### src/rtl/rr_mux_arbiter_if.sv
// Handshake bundle between four requesters, the arbiter and the shared sink.
// Ports: req/in_data/out_ready in; gnt/sel/out_valid/out_data/busy out.
interface rr_mux_arbiter_if #(
   parameter int DATA_W = 8
);
   logic [3:0]          req;
   logic [4*DATA_W-1:0] in_data;
   logic                out_ready;
   logic [3:0]          gnt;
   logic [1:0]          sel;
   logic                out_valid;
   logic [DATA_W-1:0]   out_data;
   logic                busy;

   modport master (
      output req, in_data, out_ready,
      input  gnt, sel, out_valid, out_data, busy
   );

   modport slave (
      input  req, in_data, out_ready,
      output gnt, sel, out_valid, out_data, busy
   );
endinterface

### src/rtl/rr_mux_arbiter.sv
// Four-way round-robin arbiter driving a registered 4:1 data select.
// Ports: clk, rst (sync, active-high), bus (slave: req, in_data,
// out_ready in; gnt, sel, out_valid, out_data, busy out).
// Build option ARB_FIXED_PRIO_EN: lowest-index requester always wins.
module rr_mux_arbiter #(
   parameter int DATA_W   = 8,
   parameter int HOLD_MAX = 4
) (
   input  logic             clk,
   input  logic             rst,
   rr_mux_arbiter_if.slave  bus
);

   typedef enum logic {
      IDLE,
      GRANT
   } state_t;

   localparam logic [3:0] LAST_BEAT = 4'(HOLD_MAX - 1);

   state_t     state_q, state_d;
   logic [1:0] sel_q, sel_d;
   logic [3:0] gnt_q, gnt_d;
   logic [3:0] beat_cnt_q, beat_cnt_d;

   logic [1:0] win;
   logic       found;
   logic       out_valid;
   logic       busy;
   logic       xfer;

`ifdef ARB_FIXED_PRIO_EN
   // Scan from the top so the lowest set index is written last.
   always_comb begin
      win   = 2'd0;
      found = 1'b0;
      for (int k = 3; k >= 0; k--) begin
         if (bus.req[k]) begin
            win   = 2'(k);
            found = 1'b1;
         end
      end
   end
`else
   logic [1:0] rr_ptr_q, rr_ptr_d;

   // Offsets 1..4 from the last winner; offset 4 wraps to rr_ptr
   // itself so a lone requester can win again.
   always_comb begin
      win   = 2'd0;
      found = 1'b0;
      for (int k = 1; k <= 4; k++) begin
         if (!found && bus.req[2'(rr_ptr_q + 2'(k))]) begin
            win   = 2'(rr_ptr_q + 2'(k));
            found = 1'b1;
         end
      end
   end
`endif

   always_comb begin
      state_d    = state_q;
      sel_d      = sel_q;
      gnt_d      = gnt_q;
      beat_cnt_d = beat_cnt_q;
`ifndef ARB_FIXED_PRIO_EN
      rr_ptr_d   = rr_ptr_q;
`endif
      out_valid  = 1'b0;
      busy       = 1'b0;
      xfer       = 1'b0;

      unique case (state_q)
         IDLE: begin
            if (found) begin
               state_d    = GRANT;
               sel_d      = win;
               gnt_d      = 4'b0001 << win;
               beat_cnt_d = 4'd0;
            end
         end
         GRANT: begin
            busy      = 1'b1;
            out_valid = bus.req[sel_q];
            xfer      = out_valid && bus.out_ready;
            // A dropped request wins over a final beat: no transfer.
            if (!bus.req[sel_q] ||
                (xfer && beat_cnt_q == LAST_BEAT)) begin
               state_d    = IDLE;
               gnt_d      = 4'b0000;
               beat_cnt_d = 4'd0;
`ifndef ARB_FIXED_PRIO_EN
               rr_ptr_d   = sel_q;
`endif
            end else if (xfer) begin
               beat_cnt_d = beat_cnt_q + 4'd1;
            end
         end
         default: begin
            state_d = IDLE;
         end
      endcase
   end

   always_ff @(posedge clk) begin
      if (rst) begin
         state_q    <= IDLE;
         sel_q      <= 2'd0;
         gnt_q      <= 4'b0000;
         beat_cnt_q <= 4'd0;
`ifndef ARB_FIXED_PRIO_EN
         rr_ptr_q   <= 2'd3;
`endif
      end else begin
         state_q    <= state_d;
         sel_q      <= sel_d;
         gnt_q      <= gnt_d;
         beat_cnt_q <= beat_cnt_d;
`ifndef ARB_FIXED_PRIO_EN
         rr_ptr_q   <= rr_ptr_d;
`endif
      end
   end

   assign bus.gnt       = gnt_q;
   assign bus.sel       = sel_q;
   assign bus.out_valid = out_valid;
   assign bus.busy      = busy;
   assign bus.out_data  = bus.in_data[sel_q*DATA_W +: DATA_W];

endmodule
### src/flat_wrapper.sv
// flat-port wrapper written by rule: the top's interface ports become plain ports
module rr_mux_arbiter_flat 
#(
   parameter int DATA_W   = 8,
   parameter int HOLD_MAX = 4
)
  (clk, rst, bus_req, bus_in_data, bus_out_ready, bus_gnt, bus_sel, bus_out_valid, bus_out_data, bus_busy);
  rr_mux_arbiter_if #(.DATA_W(DATA_W)) bus_i ();
  input  logic clk;
  input  logic rst;
  input wire logic [$bits(bus_i.req)-1:0] bus_req;
  input wire logic [$bits(bus_i.in_data)-1:0] bus_in_data;
  input wire logic [$bits(bus_i.out_ready)-1:0] bus_out_ready;
  output wire logic [$bits(bus_i.gnt)-1:0] bus_gnt;
  output wire logic [$bits(bus_i.sel)-1:0] bus_sel;
  output wire logic [$bits(bus_i.out_valid)-1:0] bus_out_valid;
  output wire logic [$bits(bus_i.out_data)-1:0] bus_out_data;
  output wire logic [$bits(bus_i.busy)-1:0] bus_busy;
  assign bus_i.req = bus_req;
  assign bus_i.in_data = bus_in_data;
  assign bus_i.out_ready = bus_out_ready;
  assign bus_gnt = bus_i.gnt;
  assign bus_sel = bus_i.sel;
  assign bus_out_valid = bus_i.out_valid;
  assign bus_out_data = bus_i.out_data;
  assign bus_busy = bus_i.busy;
  rr_mux_arbiter #(.DATA_W(DATA_W), .HOLD_MAX(HOLD_MAX)) u_core (.clk(clk), .rst(rst), .bus(bus_i));
endmodule
### config.mk
export PLATFORM = sky130hd
export DESIGN_NAME = rr_mux_arbiter_flat
export DESIGN_NICKNAME = d
export VERILOG_FILES = /design/src/rtl/rr_mux_arbiter_if.sv /design/src/rtl/rr_mux_arbiter.sv /design/src/flat_wrapper.sv
export SDC_FILE = /design/constraint.sdc
export NUM_CORES = 1
export LEC_CHECK = 0
export BUFFER_PORTS_ARGS = -buffer_cell sky130_fd_sc_hd__buf_2
export CAP_MARGIN = 20
export CORE_UTILIZATION = 44
export DETAILED_ROUTE_END_ITERATION = 10
export PLACE_DENSITY = 0.83
export REMOVE_ABC_BUFFERS = 1
export SLEW_MARGIN = 10
export SYNTH_ARGS = -nofsm -noshare
export SYNTH_HDL_FRONTEND = slang
export SYNTH_SLANG_ARGS = --single-unit
### constraint.sdc
create_clock -name clk -period 2.85 [get_ports clk]
set_clock_uncertainty 0.1 [all_clocks]
set_input_delay 0.1425 -clock clk [delete_from_list [all_inputs] [get_ports clk]]
set_output_delay 0.1425 -clock clk [all_outputs]
set_load 0.005 [all_outputs]
==> results of run 1 <==
==> path summary, 6_finish.rpt <==
| kind | from | endpoint | cells past startpoint | slack, ps |
|---|---|---|---|---|
| max reg2reg | u_core.bus.sel[0] | u_core.beat_cnt_q[2] | 5 | 850 |
| min | rst | u_core.bus.sel[1] | 2 | 70 |
| max | u_core.bus.sel[0] | u_core.beat_cnt_q[2] | 5 | 850 |
| min reg2reg | u_core.bus.gnt[1] | u_core.bus.gnt[1] | 1 | 380 |
==> state kept, by name, summed over array words and instances, names as in the netlist <==
register	flops
u_core.beat_cnt_q	4
u_core.bus.gnt	4
u_core.bus.sel	2
u_core.rr_ptr_q	2
u_core.state_q	1
==> routing by layer <==
layer	global-route usage, %	vias up	part of all wire, %
met4	7.65	0	0.92
met1	28.1	440	41
met5	0	-	0
met2	42.8	31	53
li1	-	449	-
met3	7.14	4	5.0
==> Yosys cell counts <==
library cell | n | share of area (%)
sky130_fd_sc_hd__and3_2 | 1 | 0.88
sky130_fd_sc_hd__o21ai_0 | 4 | 2.4
sky130_fd_sc_hd__nand3_1 | 2 | 1.2
sky130_fd_sc_hd__nor4_2 | 1 | 1.5
sky130_fd_sc_hd__nand2_1 | 3 | 1.3
sky130_fd_sc_hd__buf_2 | 1 | 0.59
sky130_fd_sc_hd__nor2b_1 | 1 | 0.74
sky130_fd_sc_hd__nor3_1 | 4 | 2.4
sky130_fd_sc_hd__dfxtp_1 | 13 | 31
sky130_fd_sc_hd__a32o_1 | 4 | 4.7
sky130_fd_sc_hd__a22oi_1 | 1 | 0.88
sky130_fd_sc_hd__o22a_2 | 1 | 1.2
sky130_fd_sc_hd__and2_1 | 2 | 1.5
sky130_fd_sc_hd__and2_2 | 1 | 0.88
sky130_fd_sc_hd__or3_1 | 2 | 1.5
sky130_fd_sc_hd__o21bai_1 | 1 | 0.88
sky130_fd_sc_hd__or2_2 | 1 | 0.74
sky130_fd_sc_hd__a221o_1 | 1 | 1.2
sky130_fd_sc_hd__ha_1 | 1 | 1.5
sky130_fd_sc_hd__o21ba_2 | 1 | 1.2
sky130_fd_sc_hd__a22o_1 | 1 | 1.0
sky130_fd_sc_hd__xnor2_1 | 1 | 1.0
sky130_fd_sc_hd__a211oi_1 | 1 | 0.88
sky130_fd_sc_hd__or4bb_1 | 1 | 1.3
sky130_fd_sc_hd__o211ai_1 | 1 | 0.88
sky130_fd_sc_hd__a21oi_1 | 8 | 4.7
sky130_fd_sc_hd__mux4_2 | 9 | 24
sky130_fd_sc_hd__nand2b_1 | 1 | 0.74
sky130_fd_sc_hd__clkbuf_1 | 2 | 0.88
sky130_fd_sc_hd__nor2_1 | 7 | 3.1
sky130_fd_sc_hd__inv_1 | 3 | 1.3
sky130_fd_sc_hd__or2b_1 | 2 | 1.8
sky130_fd_sc_hd__a221oi_1 | 1 | 1.0
==> through the flow <==
stage,power [mW],cell area (um^2)
2_1_floorplan,0.310,838
3_3_place_gp,0.380,1150
3_5_place_dp,0.387,1150
4_1_cts,0.500,1180
5_1_grt,0.530,1180
6_report,0.497,1180
==> power groups by stage <==
stage	logic [mW]	registers, mW	clock network (mW)
floorplan	0.0893	0.221	0
detailed placement	0.176	0.212	0
finish	0.176	0.207	0.113
CTS	0.176	0.207	0.117
global placement	0.170	0.210	0
global route	0.194	0.210	0.127
==> worst max-delay path: stages (launching register included) <==
cell and delay (ps):
sky130_fd_sc_hd__dfxtp_1 310, sky130_fd_sc_hd__buf_4 220, sky130_fd_sc_hd__mux4_2 580, sky130_fd_sc_hd__a22o_1 270, sky130_fd_sc_hd__or3_1 320, sky130_fd_sc_hd__a21oi_1 130
==> layout make-up <==
type                            instances  area share [%]
Inverter                                3           0.953
Multi-Input combinational cell         65            48.0
Sequential cell                        13            22.0
Timing Repair Buffer                   56            24.2
Clock buffer                            4            2.22
Tap cell                               25            2.65
==> logic make-up (layout without fill, tap and decap cells) <==
logic type / Yosys count / in the layout / synth area share (%)
and+or+nand+nor: 29 / 29 / 19.4
AOI/OAI and AO/OA: 25 / 25 / 20.9
DFF: 13 / 13 / 30.6
muxes: 9 / 9 / 23.8
buffers and inverters: 6 / 63 / 2.79
adders and majority gates: 1 / 1 / 1.47
xor gates and xnor gates: 1 / 1 / 1.03
==> summary.txt, run 1 <==
Setup path
  • Type of element capturing the critical path: flop
  • Kind of critical path: flop to flop
  • Max FO, Critical Path: 12
  • Arrival time reported for the critical path endpoint: 2110 ps
  • Type of element launching the critical path: flop
  • Required time of the critical path: 2960 ps

Floorplan
  • Number of placement rows: 15
  • Die Area: 2110 um^2
  • Width of the die: 46.0 um
  • Die extent in y: 46.0 um
  • I/O pin total: 55
  • Core ar.: 1760 um^2
  • Initial Util: 48.2%

Clocking
  • Clock sink count: 13
  • Deepest clock path buffer count: 2
  • Clock transition time at the flip-flop clock pins of the worst setup and hold paths: approximately 70 ps
  • CTS root buffer: sky130_fd_sc_hd__clkbuf_4
  • Clock latency on the worst-skew pair: about 270 ps
  • H-Tree Level Count: 1
  • Clock tree from TritonCTS: yes
  • Number of CTS-inserted buffers: 3
  • Post-CTS repair timing setup buffer count: 0
  • Hold_buf cts: 0
  • Number of cells upsized or downsized after cts: 0

Placement
  • Post-Place Worst Slack: 856 ps
  • Dpl hpwl: between 1.5 and 2 mm
  • Global placement routability congestion: 0.825
  • Count of input and output buffers: 54
  • Count of placed standard cells including taps: 162

Hold path
  • Classification of the worst-slack hold path: input pin to flop

Routing
  • Total number of vias: 924
  • Post-Route WL: roughly 2.3 mm
  • Number of violations reported at the end of detailed-routing iteration 0: 16
  • Post-route DRC: 0
  • Routed vias/inst: 5.57
  • DR pass1 iterations: 4
  • Antenna violation net count after detailed routing: 0
  • Routed wirelength normalized by instance count: between 10 and 15 um

Synth
  • Part of the Yosys area used for sequential elements: a little over 30%
  • Flip-flop and latch count after synthesis: 13
  • Post-Syn Area: 851 um^2
  • Synth warnings: 0
  • Library cells used by synthesis: 33
  • Mean instance size in the synthesized netlist: roughly 10 um^2
  • Gate Count Post-Synth: 84

Layout
  • Most frequent cells in the layout: sky130_fd_sc_hd__buf_2 (54), sky130_fd_sc_hd__dfxtp_1 (13), sky130_fd_sc_hd__mux4_2 (9)
  • Util after Layout: 67.0%
  • Non-filler instance count after layout: around 170
  • Number of filler instances in the final layout: ~170
  • Proportion of layout cells with a drive suffix above 1: 52.5%
  • Antenna fix cells: 0
  • Layout overhead on the synthesized area: 38.8%
  • Number of nets at the end of the flow: 182
  • Leading cell type in the layout, fill and taps excluded: sky130_fd_sc_hd__buf_2
  • Storage element area: 260 um^2
  • Area used by multi-input combinational logic: 567 um^2

Power and ir drop
  • Worst ir drop on vdd: 0.363 mV
  • Clock Power Share: 22.7%
  • Internal Pwr Total: 0.348 mW
  • Sequential cell fraction of total power: 41.8%
  • Lkg Pwr: roughly 0.52 nW
  • Fraction of power spent switching nets: between 20% and 30%
  • Power density of the placed cells: 421 nW/um^2
  • Combinational power share: a little over a third
  • Psw: 0.148 mW

Timing
  • Final total negative setup slack: 0 ps
  • Final Cycle Share: 70.2%
  • Final WS setup: 849 ps
  • Hold Worst Slack: 73.8 ps
  • Actual transition at the worst max-transition pin: 548 ps
  • Unrepaired setup endpoints after global routing: no
  • Count of endpoints failing hold in the final timing report: 0
  • Number of max-slew violations in the final report: 0
  • Total of endpoints with negative setup slack in the final report: 0
  • Maximum clock frequency: 500 MHz
  • Normalized max-slew margin: between 60% and 70%
  • Final period demand of the worst path: 2000 ps

Global routing
  • Tot GR Track Use: between 20% and 30%
  • Pin count of the biggest net entering global routing: 13
  • Initial antenna violation count: 0
  • Number of global-route vias before repair: 891
  • Grt ovf: 0
  • Global-route wire length before repair: about 3.7 mm

Job
  • Number of violations of the max-capacitance limit: 0

Status
  • Outcome: complete, no violations
Note: power is estimated with default switching activity, not from simulation.
==> run 2: changes to the inputs <==
--- a/config.mk
+++ b/config.mk
@@ -7,9 +7,9 @@
 export LEC_CHECK = 0
 export BUFFER_PORTS_ARGS = -buffer_cell sky130_fd_sc_hd__buf_2
 export CAP_MARGIN = 20
-export CORE_UTILIZATION = 44
+export CORE_UTILIZATION = 41
 export DETAILED_ROUTE_END_ITERATION = 10
-export PLACE_DENSITY = 0.83
+export PLACE_DENSITY = 0.78
 export REMOVE_ABC_BUFFERS = 1
 export SLEW_MARGIN = 10
 export SYNTH_ARGS = -nofsm -noshare
==> constraint.sdc (replaced) <==
create_clock -name clk -period 2 [get_ports clk]
set_clock_uncertainty 0.1 [all_clocks]
set_input_delay 0.1 -clock clk [delete_from_list [all_inputs] [get_ports clk]]
set_output_delay 0.1 -clock clk [all_outputs]
set_load 0.005 [all_outputs]
==> run 2 against run 1 <==
Net effect: cell count is 1.2% higher; hold slack worse by 56 ps; register-to-register slack worse by 750 ps; critical path depth is 1 lower; clock-buffer cell count stayed put; die area is 7.0% higher; sequential share of layout area hardly changed; global-route usage is 3.0 points lower; maximum frequency is 5.3% higher; flip-flop and latch count stayed put; total power is 42% higher; highest routed layer unchanged.
==> summary.txt, run 2 (synthesis gave the netlist of run 1 again) <==
Floorplan
  • Die Area: 2260 um^2 (was 2110 um^2)
  • Core ar.: 1960 um^2 (was 1760 um^2)
  • Initial Util: 43.4% (was 48.2%)
  • Number of placement rows: 16 (was 15)
  • Die extent in y: 47.6 um (was 46.0 um)
  • Width of the die: 47.6 um (was 46.0 um)
  • I/O pin total: 55 (unchanged)

Clocking
  • Number of CTS-inserted buffers: 3 (unchanged)
  • Deepest clock path buffer count: 2 (unchanged)
  • Clock tree from TritonCTS: yes (unchanged)
  • Clock latency on the worst-skew pair: 280 ps (was 270 ps)
  • Clock transition time at the flip-flop clock pins of the worst setup and hold paths: 80 ps (was 70 ps)
  • H-Tree Level Count: 1 (unchanged)
  • Clock sink count: 13 (unchanged)
  • Number of cells upsized or downsized after cts: 0 (unchanged)
  • Hold_buf cts: 0 (unchanged)
  • Post-CTS repair timing setup buffer count: 0 (unchanged)
  • CTS root buffer: sky130_fd_sc_hd__clkbuf_4 (unchanged)

Global routing
  • Number of global-route vias before repair: 843 (was 891)
  • Initial antenna violation count: 0 (unchanged)
  • Pin count of the biggest net entering global routing: 12 (was 13)
  • Grt ovf: 0 (unchanged)
  • Global-route wire length before repair: 3.39 mm (was 3.71 mm)
  • Tot GR Track Use: 21.4% (was 24.4%)

Setup path
  • Required time of the critical path: 2100 ps (was 2960 ps)
  • Reg-to-reg critical path endpoint: u_core.beat_cnt_q[2] (unchanged)
  • Longest individual stage delay on the worst path: 580 ps (about the same)
  • Type of element launching the critical path: flop (unchanged)
  • Worst path cell trace: mux4_2, a22o_1, or3_1, a21oi_1 (was buf_4, mux4_2, a22o_1, or3_1, a21oi_1)
  • Arrival time reported for the critical path endpoint: 2000 ps (was 2110 ps)
  • Worst Reg-to-Reg Cells: 4 (was 5)
  • Type of element capturing the critical path: flop (unchanged)
  • Kind of critical path: flop to flop (unchanged)
  • Max FO, Critical Path: 5 (was 12)
  • Launching point of the worst reg2reg path: u_core.bus.sel[0] (unchanged)
  • Launching element of the worst setup path: u_core.bus.sel[0] (unchanged)
  • Worst path slowest cell: sky130_fd_sc_hd__mux4_2 (unchanged)
  • R2R setup slack: 100 ps (was 850 ps)

Layout
  • Antenna fix cells: 0 (unchanged)
  • Leading cell type in the layout, fill and taps excluded: sky130_fd_sc_hd__buf_2 (unchanged)
  • Number of filler instances in the final layout: 182 (was 166)
  • Layout overhead on the synthesized area: 39.1% (was 38.8%)
  • Non-filler instance count after layout: 168 (was 166)
  • Util after Layout: 60.3% (was 67.0%)
  • Most frequent cells in the layout: sky130_fd_sc_hd__buf_2 (54), sky130_fd_sc_hd__dfxtp_1 (13), sky130_fd_sc_hd__mux4_2 (9) (unchanged)
  • Number of nets at the end of the flow: 182 (unchanged)
  • Proportion of layout cells with a drive suffix above 1: 52.5% (unchanged)

Power and ir drop
  • Total chip power: 0.708 mW (was 0.497 mW)
  • Worst ir drop on vdd: 0.327 mV (was 0.363 mV)
  • Power density of the placed cells: 598 nW/um^2 (was 421 nW/um^2)
  • Lkg Pwr: 0.520 nW (unchanged)

Job
  • Number of violations of the max-capacitance limit: 0 (unchanged)

Routing
  • Number of violations reported at the end of detailed-routing iteration 0: 12 (was 16)
  • Antenna violation net count after detailed routing: 0 (unchanged)
  • DR pass1 iterations: 4 (unchanged)
  • Routed vias/inst: 5.58 (was 5.57)
  • Routed wirelength normalized by instance count: 13.6 um (was 13.7 um)
  • Post-route DRC: 0 (unchanged)
  • Total number of vias: 937 (was 924)
  • Post-Route WL: 2.28 mm (about the same)

Placement
  • Count of placed standard cells including taps: 164 (was 162)
  • Dpl hpwl: 1.87 mm (was 1.84 mm)
  • Count of input and output buffers: 54 (unchanged)
  • Global placement routability congestion: 0.774 (was 0.825)

Timing
  • Actual transition at the worst max-transition pin: 513 ps (was 548 ps)
  • Unrepaired setup endpoints after global routing: no (unchanged)
  • Number of max-slew violations in the final report: 0 (unchanged)
  • Normalized max-slew margin: 65.5% (was 63.2%)
  • Count of endpoints failing hold in the final timing report: 0 (unchanged)
  • Maximum clock frequency: 526 MHz (was 500 MHz)
  • Final Cycle Share: 95.0% (was 70.2%)
  • Total of endpoints with negative setup slack in the final report: 0 (unchanged)
  • Hold Worst Slack: 17.5 ps (was 73.8 ps)
  • Final period demand of the worst path: 1900 ps (was 2000 ps)

Hold path
  • Classification of the worst-slack hold path: input pin to flop (unchanged)
  • Worst Hold Launch: rst (unchanged)
  • Worst Hold Endpoint: u_core.bus.sel[0] (was u_core.bus.sel[1])
  • Number of cells on the worst hold path: 2 (unchanged)

Status
  • Outcome: complete, no violations (unchanged)
-- run 2: cell counts in the layout (fill, tap and decap cells not counted) --
No cell type changed its count.
-- run 2: per-layer routing --
layer,global-route usage (%),share of wire (%),vias to the layer above
met5,0,0,-
met4,8.89,0.61,0
met3,6.04,5.0,3
met2,40.0,55,42
met1,22.4,39,448
li1,-,-,444
-- run 2: through the flow --
stage / setup TNS, ps / area (um^2) / worst slack (ps)
2_1_floorplan: -680 / 838 / -113
3_3_place_gp: 0 / 1160 / 147
3_5_place_dp: 0 / 1160 / 113
4_1_cts: 0 / 1180 / 89.4
5_1_grt: 0 / 1180 / 9.87
6_report: 0 / 1180 / 99.1
-- run 2: cell type report --
type                    count  area (um^2)  area share (%)
repair buffers             56          285            24.1
clock buffers               4         26.3            2.22
flip-flops and latches     13          260            22.0
well taps                  27         33.8            2.85
multi-input cells          65          567            47.9
inverters                   3         11.3           0.951
-- run 2: worst max-delay path by stage --
stage	end	slack [ps]
after floorplan	u_core.beat_cnt_q[3]	-110
after global placement	u_core.bus.gnt[0]	150
after detailed placement	u_core.bus.gnt[2]	110
after CTS	u_core.beat_cnt_q[2]	90
after global routing	u_core.bus.gnt[1]	10
final	u_core.beat_cnt_q[2]	100
-- run 2: worst max-delay path: cells and delay by family (launching register included) --
kind | cells | cell delay (ps)
compound gates | 2 | 440
flops | 1 | 380
mux | 1 | 580
simple gates | 1 | 330
-- run 2: power breakdown --
| part | internal, mW | switching, mW |
|---|---|---|
| registers | 0.279 | 0.0188 |
| clock network | 0.0775 | 0.0859 |
| logic | 0.140 | 0.106 |
| total | 0.497 | 0.211 |
==> run 3: changes to the inputs <==
--- a/config.mk
+++ b/config.mk
@@ -5,9 +5,11 @@
 export SDC_FILE = /design/constraint.sdc
 export NUM_CORES = 1
 export LEC_CHECK = 0
+export ABC_AREA = 1
 export BUFFER_PORTS_ARGS = -buffer_cell sky130_fd_sc_hd__buf_2
 export CAP_MARGIN = 20
-export CORE_UTILIZATION = 41
+export CORE_ASPECT_RATIO = 1.75
+export CORE_UTILIZATION = 45
 export DETAILED_ROUTE_END_ITERATION = 10
 export PLACE_DENSITY = 0.78
 export REMOVE_ABC_BUFFERS = 1
@@ -15,3 +17,4 @@
 export SYNTH_ARGS = -nofsm -noshare
 export SYNTH_HDL_FRONTEND = slang
 export SYNTH_SLANG_ARGS = --single-unit
+export TNS_END_PERCENT = 1
==> constraint.sdc (replaced) <==
create_clock -name clk -period 2 [get_ports clk]
set_clock_uncertainty 0.1 [all_clocks]
set_input_delay 0.2 -clock clk [delete_from_list [all_inputs] [get_ports clk]]
set_output_delay 0.2 -clock clk [all_outputs]
set_load 0.005 [all_outputs]
==> run 3 against run 2 <==
Net effect: total power grew to 3.0 times the previous value; combinational power grew to 5.7 times the previous value; largest power group is now combinational logic; core utilization grew 3.8 points; largest cell class unchanged; critical endpoint is now bus_out_data[3].
==> summary.txt, run 3 <==
Power and ir drop
  • Worst ir drop on vdd: 0.632 mV (was 0.327 mV)
  • Total chip power: 2.09 mW (was 0.708 mW)
  • Lkg Pwr: 0.790 nW (was 0.520 nW)
  • Power density of the placed cells: 1380 nW/um^2 (was 598 nW/um^2)

Floorplan
  • Core ar.: 2360 um^2 (was 1960 um^2)
  • Die Area: 2760 um^2 (was 2260 um^2)
  • Die extent in y: 68.7 um (was 47.6 um)
  • Number of placement rows: 23 (was 16)
  • Initial Util: 48.5% (was 43.4%)
  • Width of the die: 40.1 um (was 47.6 um)
  • I/O pin total: 55 (unchanged)

Clocking
  • Clock latency on the worst-skew pair: 250 ps (was 280 ps)
  • Clock transition time at the flip-flop clock pins of the worst setup and hold paths: 50 ps (was 80 ps)
  • Deepest clock path buffer count: 2 (unchanged)
  • Clock sink count: 13 (unchanged)
  • H-Tree Level Count: 1 (unchanged)
  • Hold_buf cts: 0 (unchanged)
  • CTS root buffer: sky130_fd_sc_hd__clkbuf_8 (was sky130_fd_sc_hd__clkbuf_4)
  • Clock tree from TritonCTS: yes (unchanged)
  • Number of CTS-inserted buffers: 3 (unchanged)

Synth
  • Part of the Yosys area used for sequential elements: 22.7% (was 30.6%)
  • Largest cells by area after synthesis: sky130_fd_sc_hd__dfxtp_1 (23%), sky130_fd_sc_hd__nand2_1 (15%), sky130_fd_sc_hd__nor2_1 (8.9%) (was sky130_fd_sc_hd__dfxtp_1 (31%), sky130_fd_sc_hd__mux4_2 (24%), sky130_fd_sc_hd__a21oi_1 (4.7%))
  • EDFF count, synth: 0 (unchanged)
  • Proportion of synthesized flip-flops having asynchronous set or reset: 0% (unchanged)
  • Post-Syn Area: 1140 um^2 (was 851 um^2)
  • Library cells used by synthesis: 27 (was 33)
  • Synth warnings: 0 (unchanged)
  • Share of the synthesized area in the top cell type: 22.7% (was 30.6%)
  • Mean instance size in the synthesized netlist: 5.99 um^2 (was 10.1 um^2)
  • Largest area contributor in the netlist: sky130_fd_sc_hd__dfxtp_1 (unchanged)
  • Most frequent cells after synthesis: sky130_fd_sc_hd__nand2_1 (47), sky130_fd_sc_hd__nor2_1 (27), sky130_fd_sc_hd__o21ai_0 (20), sky130_fd_sc_hd__inv_1 (19) (was sky130_fd_sc_hd__dfxtp_1 (13), sky130_fd_sc_hd__mux4_2 (9), sky130_fd_sc_hd__a21oi_1 (8), sky130_fd_sc_hd__nor2_1 (7))
  • Gate Count Post-Synth: 191 (was 84)
  • Flip-flop and latch count after synthesis: 13 (unchanged)
  • Most frequently used cell type in the post-synthesis netlist: sky130_fd_sc_hd__nand2_1 (was sky130_fd_sc_hd__dfxtp_1)
  • Most frequently used flop master after synthesis: sky130_fd_sc_hd__dfxtp_1 (unchanged)

Placement
  • Global placement routability congestion: 0.803 (was 0.774)
  • Post-DP Area: 1430 um^2 (was 1160 um^2)
  • Count of input and output buffers: 54 (unchanged)
  • Count of placed standard cells including taps: 267 (was 164)
  • Dpl hpwl: 2.47 mm (was 1.87 mm)

Timing
  • Normalized max-slew margin: 75.1% (was 65.5%)
  • Unrepaired setup endpoints after global routing: no (unchanged)
  • Actual transition at the worst max-transition pin: 369 ps (was 513 ps)
  • Maximum clock frequency: 538 MHz (was 526 MHz)
  • Final Cycle Share: 93.0% (was 95.0%)
  • Final period demand of the worst path: 1860 ps (was 1900 ps)
  • Count of endpoints failing hold in the final timing report: 0 (unchanged)
  • Final total negative setup slack: 0 ps (unchanged)
  • Total of endpoints with negative setup slack in the final report: 0 (unchanged)
  • Number of max-slew violations in the final report: 0 (unchanged)

Layout
  • Layout overhead on the synthesized area: 32.1% (was 39.1%)
  • Leading cell type in the layout, fill and taps excluded: sky130_fd_sc_hd__buf_2 (unchanged)
  • Proportion of layout cells with a drive suffix above 1: 35.6% (was 52.5%)
  • Antenna fix cells: 0 (unchanged)
  • Non-filler instance count after layout: 275 (was 168)
  • Most frequent cells in the layout: sky130_fd_sc_hd__buf_2 (54), sky130_fd_sc_hd__nand2_1 (47), sky130_fd_sc_hd__nor2_1 (27) (was sky130_fd_sc_hd__buf_2 (54), sky130_fd_sc_hd__dfxtp_1 (13), sky130_fd_sc_hd__mux4_2 (9))
  • Number of nets at the end of the flow: 291 (was 182)
  • Cell area after layout: 1510 um^2 (was 1180 um^2)

Setup path
  • Kind of critical path: flop to output port (was flop to flop)
  • Launching point of the worst reg2reg path: u_core.rr_ptr_q[1] (was u_core.bus.sel[0])
  • Required time of the critical path: 1700 ps (was 2100 ps)
  • Max FO, Critical Path: 15 (was 5)
  • Type of element launching the critical path: flop (unchanged)
  • Type of element capturing the critical path: output port (was flop)
  • Launching element of the worst setup path: u_core.bus.sel[0] (unchanged)
  • Arrival time reported for the critical path endpoint: 1560 ps (was 2000 ps)

Global routing
  • Grt ovf: 0 (unchanged)
  • Initial antenna violation count: 0 (unchanged)
  • Global-route wire length before repair: 4.81 mm (was 3.39 mm)
  • Pin count of the biggest net entering global routing: 18 (was 12)
  • Number of global-route vias before repair: 1267 (was 843)
  • Tot GR Track Use: 25.0% (was 21.4%)

Hold path
  • Worst Hold Launch: rst (unchanged)
  • Classification of the worst-slack hold path: input pin to flop (unchanged)

Routing
  • Routed wirelength normalized by instance count: 11.4 um (was 13.6 um)
  • Post-Route WL: 3.13 mm (was 2.28 mm)
  • DR pass1 iterations: 4 (unchanged)
  • Antenna violation net count after detailed routing: 0 (unchanged)
  • Routed vias/inst: 4.99 (was 5.58)
  • Number of violations reported at the end of detailed-routing iteration 0: 27 (was 12)
  • Total number of vias: 1372 (was 937)
  • Post-route DRC: 0 (unchanged)

Status
  • Outcome: complete, no violations (unchanged)

Job
  • Number of violations of the max-capacitance limit: 0 (unchanged)
run 3: worst paths after layout:
kind | cells past startpoint | to | slack, ps
worst max-delay path | 7 | bus_out_data[3] | 140
worst min-delay path | 2 | u_core.bus.gnt[3] | 120
worst max register to register | 12 | u_core.bus.gnt[2] | 210
worst min register to register | 2 | u_core.bus.gnt[3] | 360
run 3: cell families (layout without fill, tap and decap cells):
group	after synthesis	after routing	share of synthesized area, %
and+or+nand+nor	104	104	42.7
adders and majority gates	1	1	1.09
DFF	13	13	22.7
buffers and inverters	30	89	11.6
AOI/OAI and AO/OA	43	43	21.9
run 3: worst max-delay path, cell delays in order (launching register included):
cell and delay, ps:
sky130_fd_sc_hd__dfxtp_2 400, sky130_fd_sc_hd__buf_4 230, sky130_fd_sc_hd__clkinvlp_4 110, sky130_fd_sc_hd__buf_4 160, sky130_fd_sc_hd__buf_4 130, sky130_fd_sc_hd__nor2_1 80
sky130_fd_sc_hd__o22ai_1 80, sky130_fd_sc_hd__buf_2 130
run 3: metal layers:
layer	routed length (um)	vias up	share of wire [%]	GRT usage, %
met4	88	0	2.8	13.4
met2	1790	35	57	50.0
met3	76	9	2.4	2.24
met5	0	-	0	0
li1	-	743	-	-
met1	1170	585	37	21.8
run 3: power by group:
group          leakage (nW)  internal [mW]  total (mW)  switching (mW)
sequential            0.107          0.343       0.436          0.0938
clock                0.0228          0.141       0.235          0.0941
combinational         0.660          0.563        1.42           0.856
run 3: timing repair:
item                       CTS  global route
setup endpoints to repair    0             8
buffers inserted             0             4
gates resized for setup      0             2
run 3: stage by stage:
stage               setup WS [ps]  utilization, %  hold WS, ps
floorplan                     264               -          169
global route                 39.0            64.1          127
CTS                          38.9            62.6          117
global placement              303            60.7          350
finish                        140            64.1          116
detailed placement            250            60.7          356
run 3: cell type report:
cell class                      count  area, um^2
Timing Repair Buffer               62         330
Sequential cell                    13         262
Fill cell                         236         847
Inverter                           23        92.6
Multi-Input combinational cell    148         752
Clock buffer                        4        45.0
Tap cell                           25        31.3
